## config.mk

```make
export PLATFORM = sky130hd
export DESIGN_NAME = reg_file_flat
export DESIGN_NICKNAME = d
export VERILOG_FILES = /design/src/rtl/reg_file_if.sv /design/src/rtl/reg_file.sv /design/src/flat_wrapper.sv
export SDC_FILE = /design/constraint.sdc
export NUM_CORES = 1
export LEC_CHECK = 0
export ABC_AREA = 1
export CELL_PAD_IN_SITES_DETAIL_PLACEMENT = 0
export CELL_PAD_IN_SITES_GLOBAL_PLACEMENT = 1
export CORE_ASPECT_RATIO = 0.7
export CORE_UTILIZATION = 47
export DETAILED_ROUTE_END_ITERATION = 8
export GPL_TIMING_DRIVEN = 1
export PLACE_DENSITY_LB_ADDON = 0.25
export SETUP_SLACK_MARGIN = 0.05
export SYNTH_ARGS = -nofsm -noshare
export SYNTH_HDL_FRONTEND = slang
export SYNTH_SLANG_ARGS = --single-unit
```

## constraint.sdc

```tcl
create_clock -name clk -period 4.2 [get_ports clk]
set_input_delay 0.84 -clock clk [delete_from_list [all_inputs] [get_ports clk]]
set_output_delay 0.84 -clock clk [all_outputs]
set_load 0.01 [all_outputs]
```

## src/rtl/reg_file_if.sv

```systemverilog
// Register-file bus: write-back port, two combinational read ports,
// a registered debug read port and the committed-write counter.
interface reg_file_if #(
  parameter int DATA_W = 16,
  parameter int ADDR_W = 4
);
  logic              wb_en;
  logic [ADDR_W-1:0] wb_addr;
  logic [DATA_W-1:0] wb_data;
  logic [ADDR_W-1:0] ra_addr;
  logic [ADDR_W-1:0] rb_addr;
  logic [DATA_W-1:0] ra_data;
  logic [DATA_W-1:0] rb_data;
  logic [ADDR_W-1:0] dbg_addr;
  logic [DATA_W-1:0] dbg_data;
  logic [15:0]       wr_cnt;

  modport master (
    output wb_en, wb_addr, wb_data, ra_addr, rb_addr, dbg_addr,
    input  ra_data, rb_data, dbg_data, wr_cnt
  );

  modport slave (
    input  wb_en, wb_addr, wb_data, ra_addr, rb_addr, dbg_addr,
    output ra_data, rb_data, dbg_data, wr_cnt
  );
endinterface

```

## src/rtl/reg_file.sv

```systemverilog
// Twelve-entry register file (R0-R7, T, SP, IH, RA).
// Two combinational read ports with write-back bypass, a registered debug
// port and a wrapping count of committed writes.
// Addresses 12 and above are unimplemented and read as zero.
// 4'hF is used as the write-back NOP target.
module reg_file #(
  parameter int                DATA_W   = 16,
  parameter int                ADDR_W   = 4,
  parameter logic [DATA_W-1:0] SP_RESET = 16'hBF10
) (
  input logic       clk,
  input logic       rst,
  reg_file_if.slave bus
);

  localparam int unsigned       NUM_REGS   = 12;
  localparam int unsigned       SP_IDX     = 9;
  localparam logic [ADDR_W-1:0] NUM_REGS_A = ADDR_W'(NUM_REGS);

  logic [DATA_W-1:0] regs [NUM_REGS];
  logic [15:0]       wr_cnt_q;
  logic [DATA_W-1:0] dbg_q;
  logic              wr_commit;
  logic [DATA_W-1:0] ra_val;
  logic [DATA_W-1:0] rb_val;
  logic [DATA_W-1:0] dbg_next;

  // Array lookup; unimplemented addresses fall through to zero.
  function automatic logic [DATA_W-1:0] rd(input logic [ADDR_W-1:0] a);
    logic [DATA_W-1:0] v;
    v = '0;
    for (int unsigned i = 0; i < NUM_REGS; i++) begin
      if (a == ADDR_W'(i)) v = regs[i];
    end
    return v;
  endfunction

  // A write commits only outside reset and to an implemented address.
  always_comb begin
    wr_commit = rst && bus.wb_en && (bus.wb_addr < NUM_REGS_A);
  end

  // Read ports and the debug next-value all see the in-flight write.
  // For the debug port, this yields the post-write contents.
  always_comb begin
    ra_val   = rd(bus.ra_addr);
    rb_val   = rd(bus.rb_addr);
    dbg_next = rd(bus.dbg_addr);
    if (wr_commit && (bus.wb_addr == bus.ra_addr))  ra_val   = bus.wb_data;
    if (wr_commit && (bus.wb_addr == bus.rb_addr))  rb_val   = bus.wb_data;
    if (wr_commit && (bus.wb_addr == bus.dbg_addr)) dbg_next = bus.wb_data;
  end

  // Register array, write counter and debug register.
  // Reset takes priority over a concurrent write.
  always_ff @(posedge clk) begin
    if (!rst) begin
      for (int unsigned i = 0; i < NUM_REGS; i++) begin
        regs[i] <= (i == SP_IDX) ? SP_RESET : '0;
      end
      wr_cnt_q <= '0;
      dbg_q    <= '0;
    end else begin
      for (int unsigned i = 0; i < NUM_REGS; i++) begin
        if (wr_commit && (bus.wb_addr == ADDR_W'(i))) regs[i] <= bus.wb_data;
      end
      if (wr_commit) wr_cnt_q <= wr_cnt_q + 16'd1;
      dbg_q <= dbg_next;
    end
  end

  assign bus.ra_data  = ra_val;
  assign bus.rb_data  = rb_val;
  assign bus.dbg_data = dbg_q;
  assign bus.wr_cnt   = wr_cnt_q;

endmodule

```

## src/flat_wrapper.sv

```systemverilog
// flat-port wrapper written by rule: the top's interface ports become plain ports
module reg_file_flat 
#(
  parameter int                DATA_W   = 16,
  parameter int                ADDR_W   = 4,
  parameter logic [DATA_W-1:0] SP_RESET = 16'hBF10
)
  (clk, rst, bus_wb_en, bus_wb_addr, bus_wb_data, bus_ra_addr, bus_rb_addr, bus_dbg_addr, bus_ra_data, bus_rb_data, bus_dbg_data, bus_wr_cnt);
  reg_file_if #(.DATA_W(DATA_W), .ADDR_W(ADDR_W)) bus_i ();
  input logic clk;
  input logic rst;
  input wire logic [$bits(bus_i.wb_en)-1:0] bus_wb_en;
  input wire logic [$bits(bus_i.wb_addr)-1:0] bus_wb_addr;
  input wire logic [$bits(bus_i.wb_data)-1:0] bus_wb_data;
  input wire logic [$bits(bus_i.ra_addr)-1:0] bus_ra_addr;
  input wire logic [$bits(bus_i.rb_addr)-1:0] bus_rb_addr;
  input wire logic [$bits(bus_i.dbg_addr)-1:0] bus_dbg_addr;
  output wire logic [$bits(bus_i.ra_data)-1:0] bus_ra_data;
  output wire logic [$bits(bus_i.rb_data)-1:0] bus_rb_data;
  output wire logic [$bits(bus_i.dbg_data)-1:0] bus_dbg_data;
  output wire logic [$bits(bus_i.wr_cnt)-1:0] bus_wr_cnt;
  assign bus_i.wb_en = bus_wb_en;
  assign bus_i.wb_addr = bus_wb_addr;
  assign bus_i.wb_data = bus_wb_data;
  assign bus_i.ra_addr = bus_ra_addr;
  assign bus_i.rb_addr = bus_rb_addr;
  assign bus_i.dbg_addr = bus_dbg_addr;
  assign bus_ra_data = bus_i.ra_data;
  assign bus_rb_data = bus_i.rb_data;
  assign bus_dbg_data = bus_i.dbg_data;
  assign bus_wr_cnt = bus_i.wr_cnt;
  reg_file #(.DATA_W(DATA_W), .ADDR_W(ADDR_W), .SP_RESET(SP_RESET)) u_core (.clk(clk), .rst(rst), .bus(bus_i));
endmodule
```

Word-level counts from Yosys, hierarchy flattened
Memories as Yosys holds them, arrays and structs flattened.
Cells that the tools add are included.
{"block": "op_classes", "addsub": 1, "n_lt_le_gt_ge": 1, "eq_ne": 47, "n_mux": 88, "bitwise_logic": 12, "n_reduce_logical": 21}
{"op": "$mux W16", "count": 51}
{"op": "$eq A4 B3 Y1 const B", "count": 16}
{"op": "$eq A4 B4 Y1 const B", "count": 16}
{"op": "$mux W1", "count": 37}
{"op": "$eq A4 B2 Y1 const B", "count": 8}
{"op": "$logic_and A1 B1 Y1", "count": 17}
{"op": "$add A16 B1 Y16 const B", "count": 1}
{"op": "$eq A4 B1 Y1 const B", "count": 4}
{"op": "$logic_not A4 Y1", "count": 4}
{"op": "$eq A4 B4 Y1", "count": 3}
{"op": "$or A1 B1 Y1", "count": 12}
{"op": "$lt A4 B4 Y1 const B", "count": 1}
{"block": "word_totals", "regBits": 32, "mem_bits_rw": 192, "inputBits": 35, "out_inout_bits": 64, "word_cells": 173, "mem_count": 1}
{"name": "u_core.regs", "words": 12, "width": 16, "read_ports": 12, "rd_ports_with_merged_regs": 0, "write_ports": 12, "line_no": "reg_file.sv:20", "source": "logic [DATA_W-1:0] regs [NUM_REGS];"}

Logic depth before layout (Yosys ltp)
Gate-level depths: netlist of the first run.
{"block": "depth", "word_depth": 14, "ltp_mapped": 13, "mapped_depth_nobuf": 13}

Least setup slack after synthesis of the first run
OpenSTA, ideal clock, no wires.
{"block": "synth_path", "kind": "in2out", "start": "input port bus_wb_addr[2]", "end": "output port bus_ra_data[1]", "arrival_time_ns": 2.010, "required_ns": 3.360, "path_slack_ns": 1.350, "path_stages": 8, "n_path_buf": 2, "cell_sequence": "buf_4 > a21boi_4 > nand2_4 > nor4_4 > buf_2 > a21oi_1 > nand2_1 > nand2_1"}
{"block": "synth_via", "elab_chain_len": 4, "word_cells_on_any_way": 5, "cone_classes": "order compare: 1; eq/ne: 1; mux: 1; reduce/logical: 2"}
{"item": "start: declaration", "line_no": "flat_wrapper.sv:13", "source": "input wire logic [$bits(bus_i.wb_addr)-1:0] bus_wb_addr;"}
{"item": "$lt A4 B4 Y1", "line_no": "reg_file.sv:40", "source": "wr_commit = rst && bus.wb_en && (bus.wb_addr < NUM_REGS_A);"}
{"item": "$logic_and A1 B1 Y1", "line_no": "reg_file.sv:40"}
{"item": "$logic_and A1 B1 Y1 (*)", "line_no": "reg_file.sv:49", "source": "if (wr_commit && (bus.wb_addr == bus.ra_addr)) ra_val = bus.wb_data;"}
{"item": "$mux W16 (*)", "line_no": "reg_file.sv:49"}
{"item": "end: declaration", "line_no": "flat_wrapper.sv:18", "source": "output wire logic [$bits(bus_i.ra_data)-1:0] bus_ra_data;"}
Mark *: on every way between the ends. The rest lies on a longest branch, timed or not.

Worst setup path after layout of the first run
{"block": "layout_path", "start": "input port bus_ra_addr[3]", "end": "output port bus_ra_data[0]"}
{"block": "layout_via", "elab_chain_len": 14, "word_cells_on_any_way": 27, "cone_classes": "eq/ne: 12; mux: 13; reduce/logical: 2"}
{"item": "start: declaration", "line_no": "flat_wrapper.sv:15", "source": "input wire logic [$bits(bus_i.ra_addr)-1:0] bus_ra_addr;"}
{"item": "$logic_not A4 Y1", "line_no": "reg_file.sv:33", "source": "if (a == ADDR_W'(i)) v = regs[i];"}
{"item": "$mux W16 (12 in a row)", "line_no": "reg_file.sv:33"}
{"item": "$mux W16 (*)", "line_no": "reg_file.sv:49"}
Marks and branches as above.

==> implementation parameters, run 1 <==
Parameter                              Value

Timing
  Setup skew after layout    6.390 ps
  Tightest slew margin relative to the limit    0.3497
  Number of endpoints failing setup at the final stage    0
  Post-layout minimum cycle time    4080 ps
  Count of pins over their slew limit    0
  Total Negative Setup Slacks    0 ps
  Final cycle utilization of the critical path    0.9715
  Actual slew at the worst max-slew pin    974.4 ps
  RSZ-0062 raised after global routing    yes
  Peak clock frequency supported by timing    approximately 250 MHz
  Final-report hold violation count    0

Global route
  Pin count of the biggest net entering global routing    51
  Wire length of the first global-routing pass    70100 um
  Antenna violations before repair    0
  Total overflow reported by the global router    0
  Via count of the first global-routing pass    12.37k
  GRT Overall Usage    0.3190

Floorplan
  Floorplan row count    50
  Initial core utilization    0.4857
  Die X-Extent    202.0 um
  Height of the die    ~140 um
  Total core area    27090 sq um
  Full die area    28680 sq um
  Boundary pin count    99

Drt
  Post-detailed-routing wire length    ~47000 um
  Drt drc    0
  First-pass iteration count of the detailed router    6
  Average wire length per cell after detail routing    20.48 um
  Via total after detailed routing    13.04k
  Routed vias/inst    about 5.7
  Number of design-rule violations left by the first detailed-router iteration    1476
  Antenna-violating nets left    0

Clock network
  Clock tree from TritonCTS    yes
  Worst skew pair latency    520 ps
  Maximum level of the CTS H-tree    1
  Count of hold-fix buffers inserted at cts    0
  Reg clk slew, reported paths    roughly 60 ps
  Root Driver    sky130_fd_sc_hd__clkbuf_16
  Number of buffers created by CTS    24
  Number of sinks on the clock net    224
  Maximum buffer depth of the clock tree    3

Yosys
  Share of the synthesized area in the top cell type    0.4382
  Flip-flop and latch count after synthesis    224
  Sequential cell area fraction in the yosys report    0.4869
  Post-synth design cell area    13160 sq um
  Count of different cell masters after synthesis    37
  Yosys warns    0
  Leading area contributor after synthesis    sky130_fd_sc_hd__edfxtp_1
  Synth top area cells    sky130_fd_sc_hd__edfxtp_1 (44%), sky130_fd_sc_hd__nand2_1 (16%), sky130_fd_sc_hd__nor2_1 (8.9%)
  Gate Count Post-Synth    1756
  Post-Syn Nets    1792
  Average cell area after synthesis    roughly 7.5 sq um
  Most common library cells after synthesis    sky130_fd_sc_hd__nand2_1 (557), sky130_fd_sc_hd__nor2_1 (313), sky130_fd_sc_hd__edfxtp_1 (192), sky130_fd_sc_hd__inv_1 (118), sky130_fd_sc_hd__a21oi_1 (116)
  Main flop type after synthesis    sky130_fd_sc_hd__edfxtp_1
  Dominant cell by count in the synthesized netlist    sky130_fd_sc_hd__nand2_1
  Share of async-settable or async-resettable flops after synthesis    0
  Number of enable-type register cells in the synthesized netlist    about 190

Worst setup path
  Endpoint kind of the worst setup timing path    output port
  Kind of launch point of the worst setup path    primary input
  Cell depth of the worst flop-to-flop path    8
  Critical-path maximum fanout    8
  Worst Path Required    between 3000 and 4000 ps
  Startpoint-to-endpoint class of the critical path    primary input to output port
  Data arrival time at the worst-slack endpoint    roughly 3200 ps

Final layout
  Storage element area    6406 sq um
  Antenna diode count    0
  Fill count    2527
  Area used by multi-input combinational logic    5958 sq um
  Final-stage net count    1926
  Layout cell share with drive strength beyond 1    0.1043
  Area added between synthesis and finish    21.30%

Placed design
  Final HPWL from detailed placement    33730 um
  Port bufs    98
  Routability congestion estimate from global placement    slightly above 0.9

Pwr
  Worst supply voltage drop on vdd    0.3385 mV
  Power density normalized to cell area    357.3 nW/um^2
  Final Total Pwr    0.005702 W
  Static leakage    6.510 nW

Flow run
  Maximum capacitance violations    0

Min path
  Hold Path Cell Cnt    2
  Tightest Hold Check Type    flip-flop to flip-flop

Outcome
  Outcome    finished clean
==> path summary, 6_finish.rpt <==
path / startpoint / slack [ps] / endpoint
worst max-delay path: bus_ra_addr[3] / 120 / bus_ra_data[0]
worst min-delay path: u_core.bus.wr_cnt[0] / 510 / u_core.bus.wr_cnt[0]
worst max register to register: u_core.regs[0][7] / 2650 / u_core.bus.dbg_data[7]
worst min register to register: u_core.bus.wr_cnt[0] / 510 / u_core.bus.wr_cnt[0]
==> routing by layer <==
layer	up-vias	wire, um	GRT usage
met5	-	0	0
met4	0	1401	0.1033
met3	111	4893	0.04144
met2	751	21260	0.5185
met1	6129	18970	0.4438
li1	6044	-	-
==> metrics by stage <==
stage               hold slack (ps)  setup slack [ps]  area (sq um)    util  std cells
floorplan                     508.0              1350         13160       -       1756
global placement              489.8            -233.1         14990  0.5534       2223
detailed placement            500.9            -264.4         14990  0.5534       2223
CTS                           511.5             57.38         15820  0.5842       2267
global route                  532.8             15.72         15960  0.5892       2272
finish                        512.5             119.6         15960  0.5892       2272
==> cells in the final DEF (no fill, tap or decap), types with 5 or more instances in the layout <==
cell type                           n
sky130_fd_sc_hd__a21oi_1          116
sky130_fd_sc_hd__buf_12            15
sky130_fd_sc_hd__buf_4             60
sky130_fd_sc_hd__clkbuf_1           7
sky130_fd_sc_hd__clkbuf_16         25
sky130_fd_sc_hd__clkdlybuf4s50_1   94
sky130_fd_sc_hd__clkinv_1          21
sky130_fd_sc_hd__dfxtp_1           32
sky130_fd_sc_hd__edfxtp_1         192
sky130_fd_sc_hd__inv_1            116
sky130_fd_sc_hd__inv_2             20
sky130_fd_sc_hd__nand2_1          553
sky130_fd_sc_hd__nand2_2            7
sky130_fd_sc_hd__nand3_1           84
sky130_fd_sc_hd__nand4_1           95
sky130_fd_sc_hd__nor2_1           306
sky130_fd_sc_hd__nor2_2            22
sky130_fd_sc_hd__nor2_4            10
sky130_fd_sc_hd__nor3_1             6
sky130_fd_sc_hd__nor3_2             5
sky130_fd_sc_hd__o21ai_0           27
sky130_fd_sc_hd__o21ai_1           31
sky130_fd_sc_hd__o21ai_2           10
sky130_fd_sc_hd__or2_0              5
sky130_fd_sc_hd__or2_1              6
sky130_fd_sc_hd__xor2_1             9
==> registers in the layout, summed over array words and instances, names as in the netlist <==
signal               count
u_core.regs            192
u_core.bus.dbg_data     16
u_core.bus.wr_cnt       16
==> cells by family (layout without fill, tap and decap cells) <==
group,count (synthesis),after routing,share of synthesized area
DFF,224,224,0.4869
adders and majority gates,1,1,0.0009508
AOI/OAI and AO/OA,189,189,0.07598
and+or+nand+nor,1109,1112,0.3613
buffers and inverters,224,373,0.06894
xor gates and xnor gates,9,9,0.005991
==> critical path, stage by stage <==
cell	delay, ps
sky130_fd_sc_hd__clkdlybuf4s50_1	420
sky130_fd_sc_hd__inv_1	140
sky130_fd_sc_hd__nand2_4	160
sky130_fd_sc_hd__nor2_4	350
sky130_fd_sc_hd__nand2_1	100
sky130_fd_sc_hd__nand3_1	100
sky130_fd_sc_hd__nor2_1	70
sky130_fd_sc_hd__nand4_1	90
sky130_fd_sc_hd__o21ai_0	160
sky130_fd_sc_hd__nand4_1	130
sky130_fd_sc_hd__nand2_1	70
sky130_fd_sc_hd__nand2_1	70
sky130_fd_sc_hd__clkdlybuf4s50_1	540
==> what timing repair did <==
item | 4_1_cts | 5_1_grt
setup endpoints to repair | 30 | 32
cloned | 0 | 3
pin swaps | 0 | 6
buffers inserted | 0 | 2
gates resized for setup | 7 | 27
==> report_power, final <==
group / total (W) / switching, W / internal, W
clock: 0.00220 / 0.000895 / 0.00131
combinational: 0.000855 / 0.000537 / 0.000319
sequential: 0.00265 / 0.0000928 / 0.00255
==> layout make-up <==
| cell class | count | share of cell area |
|---|---|---|
| sequential | 224 | 0.4014 |
| multi-input combinational | 1311 | 0.3733 |
| timing repair buffer | 175 | 0.1101 |
| clock buffer | 34 | 0.04257 |
| inverter | 154 | 0.03653 |
| tap | 364 | 0.02854 |
| clock inverter | 10 | 0.007604 |
Note: power is estimated with default switching activity, not from simulation.
==> run 2, diff against run 1 <==
--- a/config.mk
+++ b/config.mk
@@ -5,11 +5,10 @@
 export SDC_FILE = /design/constraint.sdc
 export NUM_CORES = 1
 export LEC_CHECK = 0
-export ABC_AREA = 1
 export CELL_PAD_IN_SITES_DETAIL_PLACEMENT = 0
 export CELL_PAD_IN_SITES_GLOBAL_PLACEMENT = 1
 export CORE_ASPECT_RATIO = 0.7
-export CORE_UTILIZATION = 47
+export CORE_UTILIZATION = 52
 export DETAILED_ROUTE_END_ITERATION = 8
 export GPL_TIMING_DRIVEN = 1
 export PLACE_DENSITY_LB_ADDON = 0.25
==> implementation parameters, run 2 <==
Parameter                              Value

Floorplan
  Initial core utilization    0.5361 (+0.05035)
  Die X-Extent    201.7 um (-0.12%)
  Floorplan row count    50 (unchanged)
  Total core area    27090 sq um (unchanged)
  Boundary pin count    99 (unchanged)
  Full die area    28610 sq um (-0.24%)
  Height of the die    141.8 um (-0.12%)

Timing
  Final cycle utilization of the critical path    0.9712 (about the same)
  Setup skew after layout    14.02 ps (+7.635 ps)
  Worst hold margin    512.6 ps (+0.1030 ps)
  Number of endpoints failing setup at the final stage    0 (unchanged)
  Actual slew at the worst max-slew pin    787.9 ps (-186.4 ps)
  Count of pins over their slew limit    0 (unchanged)
  Final-report hold violation count    0 (unchanged)
  Post-layout minimum cycle time    4079 ps (-1.371 ps)
  RSZ-0062 raised after global routing    no
  Peak clock frequency supported by timing    245.2 MHz (about the same)
  Tightest slew margin relative to the limit    0.4743 (+0.1246)
  Final WS setup    121.0 ps (+1.371 ps)

Clock network
  Reg clk slew, reported paths    60 ps (about the same)
  Count of hold-fix buffers inserted at cts    0 (unchanged)
  Root Driver    sky130_fd_sc_hd__clkbuf_16
  Number of buffers created by CTS    24 (unchanged)
  Number of sinks on the clock net    224 (unchanged)
  Maximum buffer depth of the clock tree    3 (unchanged)
  Worst skew pair latency    540 ps (+20 ps)
  Clock tree from TritonCTS    yes
  Maximum level of the CTS H-tree    1 (unchanged)

Placed design
  Setup Slack @ Placement    -103.1 ps (+161.3 ps)
  Final HPWL from detailed placement    37850 um (+12%)
  Port bufs    98 (unchanged)
  Routability congestion estimate from global placement    0.9258 (+1.4%)
  Post-Place Cells    1808 (-19%)

Worst setup path
  Startpoint-to-endpoint class of the critical path    primary input to output port
  Critical-path maximum fanout    11 (+3)
  CP max-delay cell    sky130_fd_sc_hd__clkdlybuf4s50_1
  Category of cells accounting for the largest share of critical-path delay    buffers and inverters
  Data arrival time at the worst-slack endpoint    3240 ps (about the same)
  Start point of the critical path    bus_rb_addr[2]
  Worst Path Required    3360 ps (about the same)
  Kind of launch point of the worst setup path    primary input
  Endpoint kind of the worst setup timing path    output port
  Worst Path Buf+Inv    4 (+1)
  Slowest stage delay, CP    570 ps (+30 ps)
  R2R Path Start    u_core.bus.wr_cnt[3]
  Series of cell instances along the critical path    clkdlybuf4s50_1 -> buf_4 -> nand4b_1 -> buf_6 -> nor2_1 -> a221oi_1 -> o21ai_1 -> o21ai_1 -> clkdlybuf4s50_1

Global route
  Total overflow reported by the global router    0 (unchanged)
  Antenna violations before repair    0 (unchanged)
  GRT Overall Usage    0.3626 (+0.04352)
  Via count of the first global-routing pass    12.22k (-1.2%)
  Pin count of the biggest net entering global routing    51 (unchanged)
  Wire length of the first global-routing pass    76680 um (+9.4%)

Yosys
  Most common library cells after synthesis    sky130_fd_sc_hd__edfxtp_1 (192), sky130_fd_sc_hd__and2_1 (164), sky130_fd_sc_hd__nand2_1 (95), sky130_fd_sc_hd__mux2i_1 (90), sky130_fd_sc_hd__a21oi_1 (66)
  Share of the synthesized area in the top cell type    0.3970 (-0.04115)
  Count of different cell masters after synthesis    83 (+120%)
  Share of async-settable or async-resettable flops after synthesis    0 (unchanged)
  Post-synth design cell area    14520 sq um (+10%)
  Number of enable-type register cells in the synthesized netlist    192 (unchanged)
  Dominant cell by count in the synthesized netlist    sky130_fd_sc_hd__edfxtp_1
  Main flop type after synthesis    sky130_fd_sc_hd__edfxtp_1
  Gate Count Post-Synth    1371 (-22%)
  Leading area contributor after synthesis    sky130_fd_sc_hd__edfxtp_1
  Synth top area cells    sky130_fd_sc_hd__edfxtp_1 (40%), sky130_fd_sc_hd__and2_1 (7.1%), sky130_fd_sc_hd__mux2i_1 (6.2%)
  Flip-flop and latch count after synthesis    224 (unchanged)
  Sequential cell area fraction in the yosys report    0.4412 (-0.04573)
  Average cell area after synthesis    10.59 sq um (+41%)
  Yosys warns    0 (unchanged)
  Post-Syn Nets    1407 (-21%)

Final layout
  Count of placed standard cells in the final layout, fillers left out    1862 (-18%)
  Final-stage net count    1516 (-21%)
  Largest register by flop count    u_core.regs
  Fin util    0.6324 (+0.04323)
  Commonest cells after routing, fill and taps aside    sky130_fd_sc_hd__edfxtp_1 (192), sky130_fd_sc_hd__and2_1 (164), sky130_fd_sc_hd__buf_4 (112), sky130_fd_sc_hd__nand2_1 (95), sky130_fd_sc_hd__mux2i_1 (90)
  Antenna diode count    0 (unchanged)
  Leading cell type in the layout, fill and taps excluded    sky130_fd_sc_hd__edfxtp_1
  Area added between synthesis and finish    17.97%
  Flip-flop count of the largest register, all copies and words added    192 (unchanged)
  Layout cell share with drive strength beyond 1    0.1856 (+0.08128)

Drt
  Routed vias/inst    6.614 (+15%)
  Average wire length per cell after detail routing    27.96 um (+37%)
  First-pass iteration count of the detailed router    5 (-1)
  Drt drc    0 (unchanged)
  Via total after detailed routing    12.32k (-5.5%)
  Post-detailed-routing wire length    52060 um (+12%)
  Antenna-violating nets left    0 (unchanged)
  Number of design-rule violations left by the first detailed-router iteration    1353 (-8.3%)

Pwr
  Power density normalized to cell area    351.0 nW/um^2 (-1.7%)
  Static leakage    6.195 nW (-4.8%)
  Worst supply voltage drop on vdd    0.3008 mV (-11%)

Min path
  Tightest Hold Check Type    flip-flop to flip-flop
  Startpoint of the worst hold path    u_core.bus.wr_cnt[14]

Flow run
  Maximum capacitance violations    0 (unchanged)

Outcome
  Outcome    finished clean
-- run 2: cell types whose count changed after synthesis, sizes merged, moves of 33 or more --
cell   change
nand2    -467
nor2     -286
and2     +164
inv      -123
mux2i     +90
nand4     -86
nand3     -73
a21oi     -49
buf       +41
mux4      +38
a31oi     +33
-- run 2: path summary, 6_finish.rpt --
check	slack, ps	cells after the start	end
worst min-delay path	510	2	u_core.bus.wr_cnt[14]
worst max register to register	2510	4	u_core.bus.wr_cnt[15]
worst min register to register	510	2	u_core.bus.wr_cnt[14]
worst max-delay path	120	9	bus_rb_data[4]
-- run 2: timing repair --
item / CTS / global route
pin swaps: 2 / 5
endpoints found under the setup margin: 3 / 13
setup buffers: 0 / 8
cloned: 0 / 2
resized for setup: 7 / 22
-- run 2: worst reg2reg max path, delay by kind of cell (launching register included) --
| family | cells | cell delay (ps) |
|---|---|---|
| AND/OR/NAND/NOR | 2 | 660 |
| AO/OA/AOI/OAI | 2 | 450 |
| flip-flops | 1 | 460 |
-- run 2: cell families (layout without fill, tap and decap cells) --
family | count (synthesis) | count (layout) | synth area share
xor gates and xnor gates | 22 | 22 | 0.01327
DFF | 224 | 224 | 0.4412
muxes | 157 | 157 | 0.1435
buffers and inverters | 155 | 282 | 0.05885
AOI/OAI and AO/OA | 362 | 362 | 0.1693
and+or+nand+nor | 450 | 450 | 0.1731
adders and majority gates | 1 | 1 | 0.0008615
-- run 2: through the flow --
stage / cell area, sq um / total power, W / TNS [ps]
floorplan: 14520 / 0.003311 / 0
global placement: 16110 / 0.003784 / -175.1
detailed placement: 16110 / 0.003796 / -176.1
CTS: 16930 / 0.005979 / 0
global route: 17130 / 0.006172 / 0
finish: 17130 / 0.006014 / 0
-- run 2: routing by layer --
metal	up-vias	track usage	share of wire
met2	739	0.5947	0.46
li1	5406	-	-
met3	121	0.05581	0.089
met5	-	0	0
met4	0	0.1332	0.039
met1	6049	0.4893	0.41
-- run 2: area by class of cell --
cell class,instances,area (sq um)
tap,364,455.4
clock inverter,8,70.07
timing repair buffer,222,2058
fill,2193,9957
clock buffer,36,740.7
inverter,16,60.06
multi-input combinational,992,7341
sequential,224,6406
-- run 2: where the power goes --
part / switching (W) / leakage (nW) / total [W] / internal, W
Clock: 0.000931 / 0.401 / 0.00222 / 0.00129
Combinational: 0.000624 / 3.69 / 0.00112 / 0.000491
Sequential: 0.000124 / 2.10 / 0.00268 / 0.00256
==> run 3, diff against run 2 <==
--- a/config.mk
+++ b/config.mk
@@ -12,6 +12,7 @@
 export DETAILED_ROUTE_END_ITERATION = 8
 export GPL_TIMING_DRIVEN = 1
 export PLACE_DENSITY_LB_ADDON = 0.25
+export REMOVE_ABC_BUFFERS = 1
 export SETUP_SLACK_MARGIN = 0.05
 export SYNTH_ARGS = -nofsm -noshare
 export SYNTH_HDL_FRONTEND = slang
==> implementation parameters, run 3 (synthesized netlist as in run 2, its figures left out) <==
Parameter                              Value

Clock network
  Reg clk slew, reported paths    60 ps (about the same)
  Clock tree from TritonCTS    yes
  Maximum level of the CTS H-tree    1 (unchanged)
  Number of sinks on the clock net    224 (unchanged)
  Post-CTS Setup Inserts    0 (unchanged)
  Maximum buffer depth of the clock tree    3 (unchanged)
  Count of hold-fix buffers inserted at cts    0 (unchanged)
  Root Driver    sky130_fd_sc_hd__clkbuf_16
  Number of buffers created by CTS    24 (unchanged)
  Worst skew pair latency    530 ps (about the same)

Worst setup path
  Critical-path maximum fanout    12 (+1)
  CP max-delay cell    sky130_fd_sc_hd__clkdlybuf4s50_1
  Slowest stage delay, CP    550 ps (-20 ps)
  Cell depth of the worst flop-to-flop path    4 (unchanged)
  Capturing point of the worst reg2reg path    u_core.bus.wr_cnt[12]
  Category of cells accounting for the largest share of critical-path delay    buffers and inverters
  Startpoint-to-endpoint class of the critical path    primary input to output port
  Kind of launch point of the worst setup path    primary input
  R2R Path Start    u_core.bus.wr_cnt[3]
  Worst Path Buf+Inv    4 (unchanged)
  Data arrival time at the worst-slack endpoint    3270 ps (+30 ps)
  Series of cell instances along the critical path    clkdlybuf4s50_1 -> buf_4 -> nor2_1 -> buf_4 -> nand2_1 -> a221oi_2 -> o21ai_1 -> o21ai_0 -> clkdlybuf4s50_1
  Worst Path Required    3360 ps (about the same)
  Endpoint kind of the worst setup timing path    output port
  Slack of the worst reg-to-reg path    2440 ps (-70 ps)

Global route
  Via count of the first global-routing pass    12.08k (-1.2%)
  Wire length of the first global-routing pass    81300 um (+6.0%)
  Total overflow reported by the global router    0 (unchanged)
  GRT Overall Usage    0.3915 (+0.02897)
  Antenna violations before repair    2 (+2)
  Pin count of the biggest net entering global routing    35 (-31%)

Floorplan
  Height of the die    141.8 um (unchanged)
  Boundary pin count    99 (unchanged)
  Full die area    28610 sq um (unchanged)
  Floorplan row count    50 (unchanged)
  Initial core utilization    0.5361 (unchanged)
  Die X-Extent    201.7 um (unchanged)
  Total core area    27090 sq um (unchanged)

Final layout
  Largest register by flop count    u_core.regs
  Final-stage net count    1526 (+0.66%)
  Leading cell type in the layout, fill and taps excluded    sky130_fd_sc_hd__edfxtp_1
  Flip-flop count of the largest register, all copies and words added    192 (unchanged)
  Final instance area    17180 sq um (+0.26%)
  Area added between synthesis and finish    18.28%
  Antenna diode count    0 (unchanged)
  Commonest cells after routing, fill and taps aside    sky130_fd_sc_hd__edfxtp_1 (192), sky130_fd_sc_hd__and2_1 (164), sky130_fd_sc_hd__buf_4 (126), sky130_fd_sc_hd__nand2_1 (95), sky130_fd_sc_hd__mux2i_1 (90)
  Layout cell share with drive strength beyond 1    0.1930 (+0.007390)

Timing
  Count of pins over their slew limit    0 (unchanged)
  Setup skew after layout    9.008 ps (-5.017 ps)
  Final cycle utilization of the critical path    0.9793 (+0.008091)
  Total Negative Setup Slacks    0 ps (unchanged)
  Actual slew at the worst max-slew pin    1421 ps (+633.2 ps)
  Final-report hold violation count    0 (unchanged)
  Tightest slew margin relative to the limit    0.05247 (-0.4219)
  Peak clock frequency supported by timing    243.1 MHz (-0.83%)
  Number of endpoints failing setup at the final stage    0 (unchanged)
  Post-layout minimum cycle time    4113 ps (+33.98 ps)
  RSZ-0062 raised after global routing    no

Min path
  Startpoint of the worst hold path    u_core.bus.wr_cnt[14]
  Sink of the worst hold path    u_core.bus.wr_cnt[14]
  Hold Path Cell Cnt    2 (unchanged)
  Tightest Hold Check Type    flip-flop to flip-flop

Placed design
  Routability congestion estimate from global placement    0.9768 (+5.5%)
  Post-place instance area    16330 sq um (+1.4%)
  Final HPWL from detailed placement    38110 um (+0.70%)
  Port bufs    98 (unchanged)

Flow run
  Maximum capacitance violations    0 (unchanged)

Drt
  Routed vias/inst    6.855 (+3.6%)
  Average wire length per cell after detail routing    30.04 um (+7.4%)
  Via total after detailed routing    12.83k (+4.2%)
  Post-detailed-routing wire length    56230 um (+8.0%)
  Drt drc    0 (unchanged)
  First-pass iteration count of the detailed router    6 (+1)
  Number of design-rule violations left by the first detailed-router iteration    2199 (+63%)
  Antenna-violating nets left    0 (unchanged)

Outcome
  Outcome    finished clean

Pwr
  Worst supply voltage drop on vdd    0.3520 mV (+17%)
  Static leakage    6.233 nW (+0.61%)
  Power density normalized to cell area    351.0 nW/um^2 (about the same)
## run 3: cell count changes in the layout (fill, tap and decap cells not counted), moves of 3 or more
| cell | previous run | this run |
|---|---|---|
| sky130_fd_sc_hd__buf_4 | 112 | 126 |
| sky130_fd_sc_hd__buf_6 | 4 | 1 |
| sky130_fd_sc_hd__clkbuf_16 | 30 | 25 |
| sky130_fd_sc_hd__nor2b_2 | 5 | 2 |
| sky130_fd_sc_hd__o21ai_1 | 42 | 32 |
| sky130_fd_sc_hd__o21ai_2 | 1 | 9 |
## run 3: worst max-delay path by stage
stage / start / cells after the start / end
after detailed placement: bus_ra_addr[3] / 9 / bus_ra_data[5]
after global routing: bus_rb_addr[2] / 9 / bus_rb_data[14]
after CTS: bus_ra_addr[2] / 10 / bus_ra_data[5]
final: bus_rb_addr[3] / 9 / bus_rb_data[2]
after global placement: bus_ra_addr[3] / 9 / bus_ra_data[5]
after floorplan: bus_ra_addr[3] / 4 / bus_ra_data[1]
## run 3: worst reg2reg max path, cell delays in order (launching register included)
cell and delay [ps]:
sky130_fd_sc_hd__dfxtp_1 460, sky130_fd_sc_hd__nand4_1 250, sky130_fd_sc_hd__or3_1 490, sky130_fd_sc_hd__or3_1 340, sky130_fd_sc_hd__a21boi_1 160
## run 3: per-stage QoR
step / setup WS (ps) / total power (W) / hold WS (ps) / std cells / utilization
floorplan: -51.12 / 0.003175 / 498.7 / 1232 / -
finish: 87.01 / 0.006030 / 509.1 / 1872 / 0.6341
global placement: -47.54 / 0.003800 / 471.5 / 1828 / 0.6027
CTS: 52.87 / 0.005988 / 520.7 / 1872 / 0.6325
detailed placement: -28.71 / 0.003809 / 503.1 / 1828 / 0.6027
global route: 48.38 / 0.006178 / 560.0 / 1872 / 0.6341
## run 3: cell type report
cell class                      instances  area, sq um
Clock buffer                           35        673.1
Clock inverter                          9        121.4
Fill cell                            2222         9912
Inverter                               16        60.06
Multi-Input combinational cell        992         7366
Sequential cell                       224         6406
Tap cell                              364        455.4
Timing Repair Buffer                  232         2095
## run 3: repair_timing
action                     CTS  global route
pin swaps                    1             3
resized for setup            4            11
setup endpoints to repair    2            10
## run 3: per-layer routing
metal,wire length [um],global-route usage,part of all wire
met5,0,0,0
met4,1687,0.1104,0.030
met2,23690,0.5681,0.42
met3,8395,0.1341,0.15
met1,22460,0.5540,0.40
## run 3: report_power, final
| part | leakage, nW | total, W | internal [W] | switching [W] |
|---|---|---|---|---|
| clock | 0.387 | 0.00222 | 0.00130 | 0.000922 |
| combinational | 3.74 | 0.00114 | 0.000495 | 0.000645 |
| sequential | 2.10 | 0.00267 | 0.00256 | 0.000116 |
| total | 6.23 | 0.00603 | 0.00435 | 0.00168 |
==> edit 1: new RTL, flow settings as in run 3 <==
The localparam `NUM_REGS` goes from 12 to 11.
--- a/src/rtl/reg_file.sv
+++ b/src/rtl/reg_file.sv
@@ -13,7 +13,7 @@
   reg_file_if.slave bus
 );
 
-  localparam int unsigned       NUM_REGS   = 12;
+  localparam int unsigned       NUM_REGS   = 11;
   localparam int unsigned       SP_IDX     = 9;
   localparam logic [ADDR_W-1:0] NUM_REGS_A = ADDR_W'(NUM_REGS);
 
Check against the original RTL: not equivalent (a bounded check fails within 4 cycles, from zero or initial values and one cycle with rst low).
==> edit 1 against run 3 <==
  * Routed wire length is 0.65% higher
  * Count of clock-buffer cells in the layout fell by 3
  * Synthesized area decreased by 3.5%
  * Sequential share of layout area down 2.5 points
  * Setup slack worse by 85 ps
  * Power fell by 4.0%
  * Sequential cell count down 16
  * Final area shrank 0.84%
  * Critical path type unchanged
  * Largest cell class unchanged
==> edit 1: results <==
export IMPL_status="complete, no violations"
export IMPL_synth_common_cells="edfxtp_1 (176), and2_1 (142), nor2_1 (106), mux2i_1 (94), o21ai_0 (88)"
export IMPL_drt_first_pass_iters=5
export IMPL_drt_iter0_drc=2151
export IMPL_grt_pass1_wl_mm=82.5
export IMPL_max_vdd_ir_drop_mv=0.367
export IMPL_antenna_found_initial=1
export IMPL_arrival_ps=3360
export IMPL_largest_register_ffs=176
export IMPL_grt_use_total_pct=40.9
export IMPL_synth_compound_area_share_pct=20.6
export IMPL_ys_seq_area_share_pct=42.3
export IMPL_cp_max_fo=7
export IMPL_synth_distinct_cells=65
export IMPL_numPortBuffers=98
export IMPL_fin_cells=1971
export IMPL_grt_max_degree=44
export IMPL_grt_busiest_layer="met1"
export IMPL_min_from="u_core.bus.wr_cnt[15]"
export IMPL_reg2reg_setup_slack_ps=2100
export IMPL_grt_util_met1_pct=62.5
export IMPL_rr_worst_depth=6
export IMPL_synth_edf_count=176
export IMPL_grt_util_met2_pct=52.8
export IMPL_place_area_um2=16100
export IMPL_grt_use_met3_pct=17.7
export IMPL_vias=13390
export IMPL_ys_warn_count=0
export IMPL_wl_met3_mm=10.4
export IMPL_wire_per_inst_um=28.7
export IMPL_cts_root_buf="clkbuf_16"
export IMPL_intPower_mw=4.06
export IMPL_skew_ps=14.7
export IMPL_route_top_layer_used="met5"
export IMPL_muxShareOfSynthArea_pct=10.7
export IMPL_synthCells=1475
export IMPL_relSlewSlack_pct=24.0
export IMPL_place_inst=1928
export IMPL_n_fill_cell=2145
export IMPL_first_global_vias=12164
export IMPL_crit_reg2reg_launch="u_core.bus.wr_cnt[0]"
export IMPL_synth_area_leaders="edfxtp_1 (38%), mux2i_1 (6.7%), and2_1 (6.3%)"
export IMPL_r2r_end="u_core.bus.wr_cnt[14]"
export IMPL_gp_congestion=1.01
export IMPL_crit_path_end="bus_rb_data[1]"
export IMPL_cp_startpoint="bus_rb_addr[2]"
export IMPL_drive_gt1_share_pct=16.3
export IMPL_p_leak_nw=6.44
export IMPL_numCtsBuffers=23
export IMPL_synth_xor_area_share_pct=1.63
export IMPL_layout_nets=1634
export IMPL_pre_cts_ws_ps=-145
export IMPL_wl_met2_mm=21.4
export IMPL_hpwl_mm=41.8
export IMPL_synthAdderAreaFrac_pct=0.0893
export IMPL_finalCriticalPeriod_ps=4200
edit 1: changes by cell type after synthesis, sizes merged, moves of 22 or more:
cell / before / now
nand2b: 18 / 47
nand2: 96 / 64
nor2: 50 / 107
o22ai: 16 / 62
a31oi: 33 / 7
clkbuf: 53 / 86
and2: 164 / 142
mux4: 38 / 14
edit 1: per-stage QoR:
stage	setup TNS [ps]	hold slack [ps]	utilization [%]
after floorplan	-5300	536	-
after global placement	-271	499	61.6
after detailed placement	-786	522	61.6
after CTS	0	536	64.8
after global routing	-70.2	574	65.4
final	0	527	65.4
edit 1: timing repair:
item / CTS / global route
hold buffers: 0 / 0
setup buffers: 1 / 1
resized for setup: 15 / 40
hold endpoints to repair: 0 / 0
endpoints found under the setup margin: 28 / 30
pin swaps: 2 / 6
edit 1: critical path, cell delays in order:
cell	delay, ps
clkdlybuf4s50_1	490
buf_4	180
nor2b_1	200
buf_4	170
o22ai_1	90
a211oi_2	260
buf_4	170
o41ai_4	90
a21oi_4	200
buf_4	140
clkdlybuf4s50_1	520
edit 1: power by group through the flow:
stage          combinational [mW]  clock [mW]  sequential [mW]
2_1_floorplan               0.493           0             2.48
3_3_place_gp                 1.11           0             2.53
3_5_place_dp                 1.12           0             2.53
4_1_cts                      1.13        2.11             2.49
5_1_grt                      1.23        2.17             2.51
6_report                     1.18        2.10             2.51
edit 1: cell type report:
cell class	count	area (um^2)	share of cell area [%]
tap	357	447	2.62
clock inverter	9	110	0.646
sequential	208	5930	34.8
timing repair buffer	249	2330	13.7
clock buffer	32	641	3.76
multi-input combinational	1093	7490	44.0
inverter	23	86.3	0.507
==> edit 2: new RTL, config.mk and constraints of run 3 <==
Without the edit above. `SP_RESET` is set to 16'hBF10 in 2 places; all go to 16'h8000.
--- a/src/rtl/reg_file.sv
+++ b/src/rtl/reg_file.sv
@@ -6,7 +6,7 @@
 module reg_file #(
   parameter int                DATA_W   = 16,
   parameter int                ADDR_W   = 4,
-  parameter logic [DATA_W-1:0] SP_RESET = 16'hBF10
+  parameter logic [DATA_W-1:0] SP_RESET = 16'h8000
 ) (
   input logic       clk,
   input logic       rst,
--- a/src/flat_wrapper.sv
+++ b/src/flat_wrapper.sv
@@ -3,7 +3,7 @@
 #(
   parameter int                DATA_W   = 16,
   parameter int                ADDR_W   = 4,
-  parameter logic [DATA_W-1:0] SP_RESET = 16'hBF10
+  parameter logic [DATA_W-1:0] SP_RESET = 16'h8000
 )
   (clk, rst, bus_wb_en, bus_wb_addr, bus_wb_data, bus_ra_addr, bus_rb_addr, bus_dbg_addr, bus_ra_data, bus_rb_data, bus_dbg_data, bus_wr_cnt);
   reg_file_if #(.DATA_W(DATA_W), .ADDR_W(ADDR_W)) bus_i ();
Check against the original RTL: not equivalent (a bounded check fails within 4 cycles, from zero or initial values and one cycle with rst low).
==> edit 2 against run 3 <==
  * Clock skew rose by 1.9 ps
  * First-iteration DRC count down 7.5%
  * Power down 1.7%
  * Final area shrank 0.46%
  * Maximum frequency up 0.77%
  * Routed wire length about the same
  * Synthesized area fell by 0.13%
  * Setup slack gained 31 ps
  * Sequential cell count is the same
  * Sequential power is essentially flat
  * Critical endpoint is now bus_ra_data[1]
==> edit 2: results <==
export IMPL_status="complete, no violations"
export IMPL_min_from="u_core.bus.wr_cnt[14]"
export IMPL_antenna_found_initial=1
export IMPL_fmax_mhz=245
export IMPL_cp_startpoint="bus_ra_addr[3]"
export IMPL_whs_ps=514
export IMPL_cts_resized=5
export IMPL_cp_max_fo=8
export IMPL_place_inst=1827
export IMPL_synth_common_cells="edfxtp_1 (192), and2_1 (170), nand2_1 (94), mux2i_1 (90), a21oi_1 (66)"
export IMPL_p_leak_nw=6.21
export IMPL_drt_iter0_drc=2034
export IMPL_crit_path_end="bus_ra_data[1]"
export IMPL_first_global_vias=11849
export IMPL_clk_latency_ps=550
export IMPL_drive_gt1_share_pct=18.8
export IMPL_skew_ps=10.9
export IMPL_wl_met3_mm=9.25
export IMPL_vias=12980
export IMPL_grt_use_met3_pct=16.7
export IMPL_met1Wirelength_mm=21.8
export IMPL_grt_use_total_pct=38.9
export IMPL_worstMarginPinSlew_ps=878
export IMPL_layout_nets=1527
export IMPL_numCtsBuffers=24
export IMPL_synth_compound_area_share_pct=16.8
export IMPL_grt_util_met1_pct=52.8
export IMPL_wl_met2_mm=22.8
export IMPL_pre_cts_ws_ps=-70.5
export IMPL_max_stage_delay_ps=480
export IMPL_n_fill_cell=2227
export IMPL_routed_wl_mm=56.3
export IMPL_gp_congestion=0.977
export IMPL_grt_max_degree=64
export IMPL_ys_seq_area_share_pct=44.2
export IMPL_max_vdd_ir_drop_mv=0.269
export IMPL_cpMaxStageDelayCell="clkdlybuf4s50_1"
export IMPL_hpwl_mm=38.5
export IMPL_route_top_layer_used="met5"
export IMPL_synthAdderAreaFrac_pct=0.0863
export IMPL_muxShareOfSynthArea_pct=14.4
export IMPL_crit_reg2reg_launch="u_core.bus.wr_cnt[3]"
export IMPL_synth_xor_area_share_pct=1.33
export IMPL_drt_first_pass_iters=6
export IMPL_r2r_end="u_core.bus.wr_cnt[15]"
export IMPL_synth_area_leaders="edfxtp_1 (40%), and2_1 (7.3%), mux2i_1 (6.2%)"
edit 2: critical path: cells and delay by family:
kind | cells | cell delay [ps]
compound gates | 1 | 270
buf+inv | 4 | 1340
mux | 1 | 270
simple gates | 3 | 520
edit 2: power breakdown:
part,leakage (nW),total [mW],switching (mW),internal [mW]
clock network,0.367,2.11,0.918,1.19
registers,2.10,2.68,0.121,2.56
logic,3.74,1.14,0.649,0.492
edit 2: through the flow:
| stage | instance area [um^2] | util, % |
|---|---|---|
| after floorplan | 13700 | - |
| after global placement | 16300 | 60.2 |
| after detailed placement | 16300 | 60.2 |
| after CTS | 17100 | 63.0 |
| after global routing | 17100 | 63.1 |
| final | 17100 | 63.1 |
edit 2: area by class of cell:
type	instances	area, um^2	share of cell area [%]
Tap cell	364	455	2.66
Clock buffer	37	691	4.04
Multi-Input combinational cell	992	7320	42.8
Inverter	16	60.1	0.351
Timing Repair Buffer	233	2100	12.3
Antenna cell	1	2.50	0.0146
Clock inverter	7	57.6	0.337
Sequential cell	224	6410	37.5
